**src/rtl/ysyx_25030085_pc_pkg.sv**
```systemverilog
// Shared encodings for the PC unit: jump kinds, trace kinds, link registers.
package ysyx_25030085_pc_pkg;

  localparam logic [1:0] JUMP_NONE = 2'b00;
  localparam logic [1:0] JUMP_JAL  = 2'b01;
  localparam logic [1:0] JUMP_JALR = 2'b10;
  localparam logic [1:0] JUMP_RSVD = 2'b11;

  localparam logic [1:0] TRACE_NONE = 2'b00;
  localparam logic [1:0] TRACE_CALL = 2'b01;
  localparam logic [1:0] TRACE_RET  = 2'b10;
  localparam logic [1:0] TRACE_TRAP = 2'b11;

  localparam logic [4:0] REG_X0 = 5'd0;
  localparam logic [4:0] REG_X1 = 5'd1;
  localparam logic [4:0] REG_X5 = 5'd5;

  // x1 (ra) and x5 (t0) are the RISC-V link registers used for call/return hints.
  function automatic logic is_link(input logic [4:0] r);
    return (r == REG_X1) || (r == REG_X5);
  endfunction

endpackage

```
**src/rtl/ysyx_25030085_ras.sv**
```systemverilog
// Circular return-address stack. Push on full overwrites the oldest entry;
// push+pop in the same cycle replaces the top. The caller never pops when empty.
module ysyx_25030085_ras #(
  parameter int XLEN      = 32,
  parameter int RAS_DEPTH = 8
) (
  input  logic            clk,
  input  logic            rst,
  input  logic            push_i,
  input  logic            pop_i,
  input  logic [XLEN-1:0] data_i,
  output logic [XLEN-1:0] top_o,
  output logic            empty_o,
  output logic            full_o
);
  import ysyx_25030085_pc_pkg::*;

  localparam int PTR_W = $clog2(RAS_DEPTH);
  localparam int CNT_W = $clog2(RAS_DEPTH + 1);

  logic [XLEN-1:0]  mem_q [RAS_DEPTH];
  logic [PTR_W-1:0] ptr_q, ptr_d;
  logic [CNT_W-1:0] cnt_q, cnt_d;
  logic             wr_en;
  logic [PTR_W-1:0] wr_idx;

  assign empty_o = (cnt_q == '0);
  assign full_o  = (cnt_q == CNT_W'(RAS_DEPTH));
  assign top_o   = mem_q[ptr_q];

  // Next pointer/count and write slot for push, pop, or replace-top.
  always_comb begin
    ptr_d  = ptr_q;
    cnt_d  = cnt_q;
    wr_en  = 1'b0;
    wr_idx = ptr_q;
    if (push_i && pop_i) begin
      wr_en = 1'b1;
    end else if (push_i) begin
      ptr_d  = ptr_q + PTR_W'(1);
      wr_idx = ptr_q + PTR_W'(1);
      wr_en  = 1'b1;
      if (!full_o) cnt_d = cnt_q + CNT_W'(1);
    end else if (pop_i && !empty_o) begin
      ptr_d = ptr_q - PTR_W'(1);
      cnt_d = cnt_q - CNT_W'(1);
    end
  end

  // Control state: top pointer and occupancy.
  always_ff @(posedge clk or posedge rst) begin
    if (rst) begin
      ptr_q <= '0;
      cnt_q <= '0;
    end else begin
      ptr_q <= ptr_d;
      cnt_q <= cnt_d;
    end
  end

  // Entry storage; contents are only meaningful below the occupancy count.
  always_ff @(posedge clk) begin
    if (wr_en) mem_q[wr_idx] <= data_i;
  end

endmodule

```
**src/rtl/ysyx_25030085_pc_unit.sv**
```systemverilog
// Program counter with next-PC selection, call/return tracking via a RAS,
// call-depth counter, sticky RAS flags and a registered trace port.
module ysyx_25030085_pc_unit #(
  parameter int              XLEN      = 32,
  parameter logic [XLEN-1:0] RESET_VEC = 32'h8000_0000,
  parameter int              RAS_DEPTH = 8,
  parameter int              DEPTH_W   = 16
) (
  input  logic               clk,
  input  logic               rst,
  input  logic               advance,
  input  logic [31:0]        inst,
  input  logic [XLEN-1:0]    imm,
  input  logic [XLEN-1:0]    alu_result,
  input  logic [1:0]         jump,
  input  logic               branch,
  input  logic               trap_valid,
  input  logic [XLEN-1:0]    trap_vec,
  output logic [XLEN-1:0]    pc,
  output logic [XLEN-1:0]    dnpc,
  output logic               trace_valid,
  output logic [1:0]         trace_kind,
  output logic [XLEN-1:0]    trace_pc,
  output logic [XLEN-1:0]    trace_dnpc,
  output logic [DEPTH_W-1:0] call_depth,
  output logic               ras_hit,
  output logic               ras_overflow,
  output logic               ras_underflow
);
  import ysyx_25030085_pc_pkg::*;

  logic [XLEN-1:0]    pc_q, pc_plus4;
  logic [4:0]         rd, rs1;
  logic               is_call, is_ret;
  logic               ras_push, ras_pop, ras_empty, ras_full;
  logic [XLEN-1:0]    ras_top;
  logic [1:0]         kind_d;
  logic [DEPTH_W-1:0] depth_q, depth_d;
  logic               tv_q, hit_q, hit_d, ovf_q, ovf_d, unf_q, unf_d;
  logic [1:0]         tk_q;
  logic [XLEN-1:0]    tpc_q, tdnpc_q;

  // Pop (floor 0) then push (saturating), so call+return leaves depth unchanged.
  function automatic logic [DEPTH_W-1:0] depth_next(input logic [DEPTH_W-1:0] d,
                                                     input logic c, input logic r);
    logic [DEPTH_W-1:0] t;
    t = d;
    if (r && (t != '0)) t = t - DEPTH_W'(1);
    if (c && (t != '1)) t = t + DEPTH_W'(1);
    return t;
  endfunction

  assign pc_plus4 = pc_q + XLEN'(4);
  assign rd       = inst[11:7];
  assign rs1      = inst[19:15];

  // Next-PC priority: trap, jal, jalr, taken branch, sequential.
  always_comb begin
    dnpc = pc_plus4;
    if (trap_valid)              dnpc = trap_vec;
    else if (jump == JUMP_JAL)   dnpc = pc_q + imm;
    else if (jump == JUMP_JALR)  dnpc = {alu_result[XLEN-1:1], 1'b0};
    else if (branch)             dnpc = alu_result;
  end

  // Call/return decode; jalr linking through one link reg while reading the other is both.
  always_comb begin
    is_call = !trap_valid && ((jump == JUMP_JAL) || (jump == JUMP_JALR)) && is_link(rd);
    is_ret  = !trap_valid && (jump == JUMP_JALR) && is_link(rs1) &&
              ((rd == REG_X0) || (is_link(rd) && (rd != rs1)));
    kind_d  = TRACE_NONE;
    if (trap_valid)   kind_d = TRACE_TRAP;
    else if (is_call) kind_d = TRACE_CALL;
    else if (is_ret)  kind_d = TRACE_RET;
  end

  assign ras_push = advance && is_call;
  assign ras_pop  = advance && is_ret && !ras_empty;
  assign depth_d  = advance ? depth_next(depth_q, is_call, is_ret) : depth_q;
  assign hit_d    = ras_pop && (ras_top == dnpc);
  assign ovf_d    = ovf_q | (ras_push && !ras_pop && ras_full);
  assign unf_d    = unf_q | (advance && is_ret && ras_empty);

  ysyx_25030085_ras #(.XLEN(XLEN), .RAS_DEPTH(RAS_DEPTH)) u_ras (
    .clk     (clk),
    .rst     (rst),
    .push_i  (ras_push),
    .pop_i   (ras_pop),
    .data_i  (pc_plus4),
    .top_o   (ras_top),
    .empty_o (ras_empty),
    .full_o  (ras_full)
  );

  // PC, depth and sticky flags advance only on commit.
  always_ff @(posedge clk or posedge rst) begin
    if (rst) begin
      pc_q    <= RESET_VEC;
      depth_q <= '0;
      ovf_q   <= 1'b0;
      unf_q   <= 1'b0;
    end else begin
      if (advance) pc_q <= dnpc;
      depth_q <= depth_d;
      ovf_q   <= ovf_d;
      unf_q   <= unf_d;
    end
  end

  // One-cycle trace pulse for each committed call/return/trap.
  always_ff @(posedge clk or posedge rst) begin
    if (rst) begin
      tv_q    <= 1'b0;
      tk_q    <= TRACE_NONE;
      tpc_q   <= '0;
      tdnpc_q <= '0;
      hit_q   <= 1'b0;
    end else begin
      tv_q  <= advance && (kind_d != TRACE_NONE);
      tk_q  <= advance ? kind_d : TRACE_NONE;
      hit_q <= hit_d;
      if (advance && (kind_d != TRACE_NONE)) begin
        tpc_q   <= pc_q;
        tdnpc_q <= dnpc;
      end
    end
  end

  assign pc            = pc_q;
  assign call_depth    = depth_q;
  assign trace_valid   = tv_q;
  assign trace_kind    = tk_q;
  assign trace_pc      = tpc_q;
  assign trace_dnpc    = tdnpc_q;
  assign ras_hit       = hit_q;
  assign ras_overflow  = ovf_q;
  assign ras_underflow = unf_q;

endmodule

```
**config.mk**
```make
export PLATFORM = sky130hd
export DESIGN_NAME = ysyx_25030085_pc_unit
export DESIGN_NICKNAME = d
export VERILOG_FILES = /design/src/rtl/ysyx_25030085_pc_pkg.sv /design/src/rtl/ysyx_25030085_ras.sv /design/src/rtl/ysyx_25030085_pc_unit.sv
export SDC_FILE = /design/constraint.sdc
export NUM_CORES = 1
export LEC_CHECK = 0
export CAP_MARGIN = 20
export CORE_MARGIN = 2
export CORE_UTILIZATION = 55
export DETAILED_ROUTE_END_ITERATION = 10
export GPL_TIMING_DRIVEN = 0
export PLACE_DENSITY = 0.9
export SLEW_MARGIN = 20
export SYNTH_ARGS = -nofsm -noshare
export SYNTH_HDL_FRONTEND = slang
export SYNTH_SLANG_ARGS = --single-unit
```
**constraint.sdc**
```tcl
create_clock -name clk -period 4.8 [get_ports clk]
set_clock_uncertainty 0.05 [all_clocks]
set_input_delay 0.72 -clock clk [delete_from_list [all_inputs] [get_ports clk]]
set_output_delay 0.72 -clock clk [all_outputs]
set_load 0.05 [all_outputs]
```
==> run summary, run 1 <==
starting density of the core = 55.6%
normalized max-slew margin = 25.4%
switching part of the total power = 36.3%
Async SR Flop Fraction = 32.8%
post-layout minimum cycle time = 4.96 ns
Syn-to-layout area delta = 29.3%
most frequent cells in the layout = 256 x edfxtp_1, 232 x clkdlybuf4s50_1, 115 x dfrtp_1
CTS tree = yes
Max Cap Violations = 0
Design Power = 0.0109 W
syn avg cell area = 12.8 sq um
PortBufs = 260
leading area contributor after synthesis = edfxtp_1
total nets after synthesis = 1,720
drt pass-1 iters = 8
Clock Power Share = 27.7%
Pleak = 9.40 nW
number of vias per cell = 6.71
crit path kind = reg2out
total negative slack = -0.315 ns
wirelength, routed = 67,500 um
fin. max-slew vios = 0
Worst Path Required = 4.03 ns
Synth area leaders = edfxtp_1 39%, dfrtp_1 16%, mux4_2 7.4%
setup violators final = 4
largest fanout on the critical path = 9
number of enable flip-flop cells after synthesis = 256
H-tree levels = 2
Sink Count = 381
ys flop type = edfxtp_1
Routed WL per cell = 28.4 um
combinational power share = 34.8%
antenna violations before repair = 3
sequential share of the synthesized area = 54.9%
worst vdd ir = 0.356 mV
Mapped Area = 19,700 sq um
Max clock buf depth = 3
Pwr Density = 428 nW/um^2
unrepaired setup endpoints after global routing = true
num rows = 69
Die Wd = 193 um
DPL Wire Length = 47,500 um
Finished Layout Cells = 2,378
fmax = 202 MHz
CP Launch Type = flop
largest net degree at the start of global routing = 69
core area = 35,400 sq um
vias in the first global route = 15,800
violated checks = negative setup slack
hold buffers post-CTS = 0
Int Pwr = 0.00694 W
Min-Delay Path Class = in2reg
synthesized instance count = 1,537
n_diodes = 0
Distinct cells, synth = 102
worst skew pair latency = 0.56 ns
antenna-violating nets left = 0
DR DRC count = 0
status = complete, but fails checks
clock buffer count from CTS = 41
crit end category = primary output
post-route clock period utilization = 103%
Layout Nets = 2,069
Top Ports = 285
Clk pin slew, worst setup/hold paths = 0.06 ns
Placed Cells = 2,268
CTS root buf = clkbuf_16
commonest non-fill, non-tap cell in the layout = edfxtp_1
via count = 15,900
Fillers = 2,274
power share of the sequential group = 37.5%
Die Y = 193 um
Worst Tran Pin Value = 1.11 ns
die area = 37,300 sq um
final worst setup slack = -0.158 ns
Worst EP arrival = 4.19 ns
Final Wtd Congestion = 1.02
first-pass GRT wire length = 99,400 um
post-synthesis register bit count = 381
Ys Warns = 0
area share of the largest cell type after synthesis = 39.0%
initial drt markers = 2,391
GRT Total Usage = 35.4%
total grt overflow = 0
final hold vios = 0
switching power = 0.00396 W
layout cell share with drive strength beyond 1 = 23.6%
power groups by stage:
| stage | combinational [W] | clock (W) | sequential, W |
|---|---|---|---|
| floorplan | 0.00167 | 0 | 0.00468 |
| global placement | 0.00340 | 0 | 0.00411 |
| detailed placement | 0.00347 | 0 | 0.00412 |
| CTS | 0.00361 | 0.00303 | 0.00407 |
| global route | 0.00393 | 0.00315 | 0.00410 |
| finish | 0.00379 | 0.00302 | 0.00409 |
worst paths after layout:
check	from	to	slack [ns]	depth (start not counted)
worst max-delay path	pc[2]	dnpc[23]	-0.16	9
worst min-delay path	advance	trace_kind[0]	0.44	2
worst max register to register	pc[2]	ras_hit	0.05	13
worst min register to register	trace_pc[18]	trace_pc[18]	0.46	1
max in group asynchronous	rst	pc[20]	3.33	3
min in group asynchronous	rst	trace_valid	0.61	2
worst max-delay path: stages, from the launching register on:
cell and delay (ns):
dfrtp_1 0.53, and2_1 0.42, and2_1 0.19, clkbuf_1 0.44, nand3_1 0.22, xnor2_2 0.33
a222oi_1 0.58, a21boi_2 0.42, inv_1 0.07, dlygate4sd2_1 0.43
registers in the layout, summed over array words and instances, names as in the netlist:
| signal | flops |
|---|---|
| trace_valid | 1 |
| u_ras.ptr_q | 3 |
| u_ras.mem_q | 256 |
| pc | 32 |
| ras_overflow | 1 |
| trace_dnpc | 32 |
| call_depth | 16 |
| ras_underflow | 1 |
| trace_kind | 2 |
| u_ras.cnt_q | 4 |
| ras_hit | 1 |
| trace_pc | 32 |
stage by stage:
stage | hold WS [ns] | setup WS (ns) | area [sq um] | utilization (%)
after floorplan | 0.433 | 0.0263 | 19700 | -
after global placement | 0.408 | -2.31 | 22900 | 64.6
after detailed placement | 0.436 | -2.22 | 23200 | 65.5
after CTS | 0.434 | -0.151 | 25200 | 71.1
after global routing | 0.450 | -0.0924 | 25500 | 72.0
final | 0.443 | -0.158 | 25500 | 72.0
cell usage after synthesis, drive strengths merged (11+ instances only):
library cell and instances:
a211oi 12, a21o 17, a21oi 79, a31oi 11, and2 13, and3 12
buf 23, clkbuf 57, dfrtp 124, edfxtp 256, ha 46, inv 46
mux2 79, mux2i 39, mux4 65, nand2 114, nand3 30, nand4 26
nor2 113, nor3 33, nor4 11, o21ai 46, or3 13, xnor2 71
xor2 43
cells by family (layout without fill, tap and decap cells):
| kind of cell | after synthesis | in the layout | share of synthesized area, % |
|---|---|---|---|
| fa+ha+maj | 48 | 48 | 3.13 |
| simple gates | 419 | 419 | 10.7 |
| flops | 381 | 381 | 54.9 |
| buf+inv | 128 | 508 | 2.89 |
| xor+xnor | 114 | 114 | 5.07 |
| mux | 183 | 183 | 13.9 |
| compound gates | 264 | 264 | 9.38 |
area by class of cell:
cell class	count	area (sq um)	area share, %
plain buffers	70	380	1.49
clock buffers	57	1140	4.47
clock inverters	17	135	0.531
inverters	48	193	0.756
multi-input cells	1028	8890	34.9
flip-flops and latches	381	10800	42.5
well taps	461	577	2.26
repair buffers	316	3320	13.1
timing repair:
action                                  CTS  global route
endpoints found under the setup margin  289           301
buffers inserted                         31            15
gates resized for setup                 165            68
pin swaps                                24            17
layer usage:
layer	vias to the layer above	track usage, %	share of wire (%)
met2	1354	56.4	46
li1	6522	-	-
met3	333	10.4	13
met4	4	17.2	6.0
met5	-	1.66	0.15
met1	7735	44.3	35
Power figures use the tool's default switching activity.
==> run 2, diff against run 1 <==
--- a/config.mk
+++ b/config.mk
@@ -7,11 +7,12 @@
 export LEC_CHECK = 0
 export CAP_MARGIN = 20
 export CORE_MARGIN = 2
-export CORE_UTILIZATION = 55
+export CORE_UTILIZATION = 35
 export DETAILED_ROUTE_END_ITERATION = 10
 export GPL_TIMING_DRIVEN = 0
-export PLACE_DENSITY = 0.9
+export PLACE_DENSITY = 0.64
 export SLEW_MARGIN = 20
 export SYNTH_ARGS = -nofsm -noshare
 export SYNTH_HDL_FRONTEND = slang
+export SYNTH_HIERARCHICAL = 1
 export SYNTH_SLANG_ARGS = --single-unit
==> run summary, run 2 <==
status = complete, no violations
GRT Total Usage = 23.1%
worst skew pair latency = 0.59 ns
Min-Delay Path Class = reg2reg
Synth area leaders = edfxtp_1 38%, dfrtp_1 16%, mux4_2 7.2%
post-route clock period utilization = 99.2%
top cells by count, synth = 256 x edfxtp_1, 124 x dfrtp_1, 106 x nand2_1
antenna violations before repair = 1
DR DRC count = 0
antenna-violating nets left = 0
setup violators final = 0
Pleak = 9.45 nW
crit end category = primary output
Reg area = 10,800 sq um
die area = 59,100 sq um
Die Y = 243 um
drt pass-1 iters = 5
Finished Layout Cells = 2,680
Clk pin slew, worst setup/hold paths = 0.06 ns
met3 usage = 4.50%
vias in the first global route = 15,000
first-pass GRT wire length = 101,000 um
total grt overflow = 0
fin. max-slew vios = 0
M1 GR Usage = 30.2%
Distinct cells, synth = 90
Pwr Density = 445 nW/um^2
Async SR Flop Fraction = 32.8%
crit path max-delay cell type = clkdlybuf4s50_1
Die Wd = 243 um
DPL Wire Length = 51,900 um
CTS tree = yes
Worst Path Required = 4.03 ns
Mapped Area = 20,000 sq um
via count = 14,900
number of vias per cell = 5.57
leading area contributor after synthesis = edfxtp_1
fmax = 210 MHz
Max Cap Violations = 0
Syn-to-layout area delta = 29.7%
synthesized instance count = 1,556
ys flop type = edfxtp_1
starting density of the core = 35.4%
normalized max-slew margin = 22.7%
CTS root buf = clkbuf_16
worst path cell trace = clkdlybuf4s50_1, ha_2, a211oi_2, nor2_1, or3b_2, a21oi_1, a21boi_1, xnor2_1, nand2_1, a21oi_1, a21o_1, buf_2
num rows = 87
post-synthesis register bit count = 381
worst vdd ir = 0.246 mV
most frequent cells in the layout = 256 x edfxtp_1, 234 x clkdlybuf4s50_1, 120 x dfrtp_1
syn avg cell area = 12.9 sq um
Fillers = 5,140
busiest grt layer = met2
Sink Count = 381
Max clock buf depth = 3
PortBufs = 261
Final Wtd Congestion = 0.945
largest fanout on the critical path = 8
Multi-input gate area = 9050 sq um
final hold slack = 0.439 ns
Worst Tran Pin Value = 1.16 ns
final hold vios = 0
layout cell share with drive strength beyond 1 = 23.2%
Top reg by flops = u_ras/mem_q
Worst EP arrival = 3.99 ns
max reg flops = 256
largest net degree at the start of global routing = 63
sequential share of the synthesized area = 54.1%
Placed Cells = 2,584
initial drt markers = 1,316
post-layout minimum cycle time = 4.76 ns
clock buffer count from CTS = 45
Routed WL per cell = 25.9 um
H-tree levels = 2
total nets after synthesis = 1,736
most instantiated library cell after synthesis = edfxtp_1
area share of the largest cell type after synthesis = 38.4%
unrepaired setup endpoints after global routing = true
Critical Path Max Stage Delay = 0.50 ns
number of enable flip-flop cells after synthesis = 256
commonest non-fill, non-tap cell in the layout = edfxtp_1
met2 Use GR = 38.0%
core area = 56,500 sq um
Crit path top cell by count = a21oi_1
Top Ports = 285
Layout Nets = 2,066
wirelength, routed = 69,300 um
hold buffers post-CTS = 0
crit path kind = in2out
Ys Warns = 6
CP Launch Type = input pin
-- run 2: cell count changes after synthesis, moves of 7 or more --
cell	previous run	this run
o21ai_0	43	72
mux2i_1	39	16
mux2_2	79	99
mux2_4	0	20
a21oi_1	78	67
nor2_1	113	103
o21a_1	3	12
nor2b_1	4	12
buf_2	7	14
nand2_1	113	106
o211ai_1	5	12
-- run 2: repair_timing --
item                                    in CTS  in global routing
setup buffers                                5                 11
gates resized for setup                    173                 56
endpoints found under the setup margin      31                 51
pin swaps                                   14                 15
-- run 2: logic make-up (layout without fill, tap and decap cells) --
| kind of cell | Yosys count | count (layout) | share of synthesized area [%] |
|---|---|---|---|
| compound gates | 293 | 293 | 9.86 |
| mux | 200 | 200 | 15.1 |
| buf+inv | 126 | 493 | 2.81 |
| other cells | 0 | 1 | 0 |
| fa+ha+maj | 45 | 45 | 2.89 |
| xor+xnor | 119 | 119 | 5.42 |
| simple gates | 392 | 392 | 9.81 |
| flops | 381 | 381 | 54.1 |
-- run 2: path summary, 6_finish.rpt --
check	start	to	slack, ns	depth (start not counted)
max	imm[13]	dnpc[20]	0.04	12
min	ras_underflow	ras_underflow	0.44	1
max reg2reg	pc[2]	ras_hit	0.10	12
min reg2reg	ras_underflow	ras_underflow	0.44	1
max in group asynchronous	rst	trace_dnpc[10]	3.39	3
min in group asynchronous	rst	u_ras/ptr_q[0]	0.51	2
-- run 2: per-layer routing --
metal | part of all wire [%] | wire length (um)
met2 | 48 | 33000
met5 | 0 | 0
met3 | 6.7 | 4620
met1 | 42 | 29000
met4 | 4.0 | 2760
-- run 2: stage by stage --
step	setup TNS [ns]	total power [W]	utilization [%]	setup slack, ns	instance area [sq um]
after floorplan	-3.76	0.00655	-	-0.0304	20000
after global placement	-932.61	0.00781	41.7	-2.90	23600
after detailed placement	-59.54	0.00787	42.3	-1.51	23900
after CTS	-0.0561	0.0116	45.5	-0.0217	25700
after global routing	-0.117	0.0120	45.9	-0.0573	25900
final	0	0.0115	45.9	0.0408	25900
-- run 2: final cells by class --
type / instances / share of cell area, %
clock inverter: 28 / 1.35
sequential: 381 / 41.7
buffer: 77 / 1.62
clock buffer: 56 / 4.69
inverter: 43 / 0.651
antenna: 1 / 0.00965
tap: 756 / 3.65
timing repair buffer: 289 / 11.4
multi-input combinational: 1049 / 34.9
-- run 2: report_power, final --
part | switching [W] | internal [W]
registers | 0.000234 | 0.00382
clock network | 0.00144 | 0.00215
logic | 0.00240 | 0.00150
-- run 2: worst max-delay path, delay by kind of cell --
kind | cells | cell delay, ns
AOI/OAI and AO/OA | 5 | 1.25
buffers and inverters | 2 | 0.81
and+or+nand+nor | 3 | 0.68
adders and majority gates | 1 | 0.33
xor gates and xnor gates | 1 | 0.18
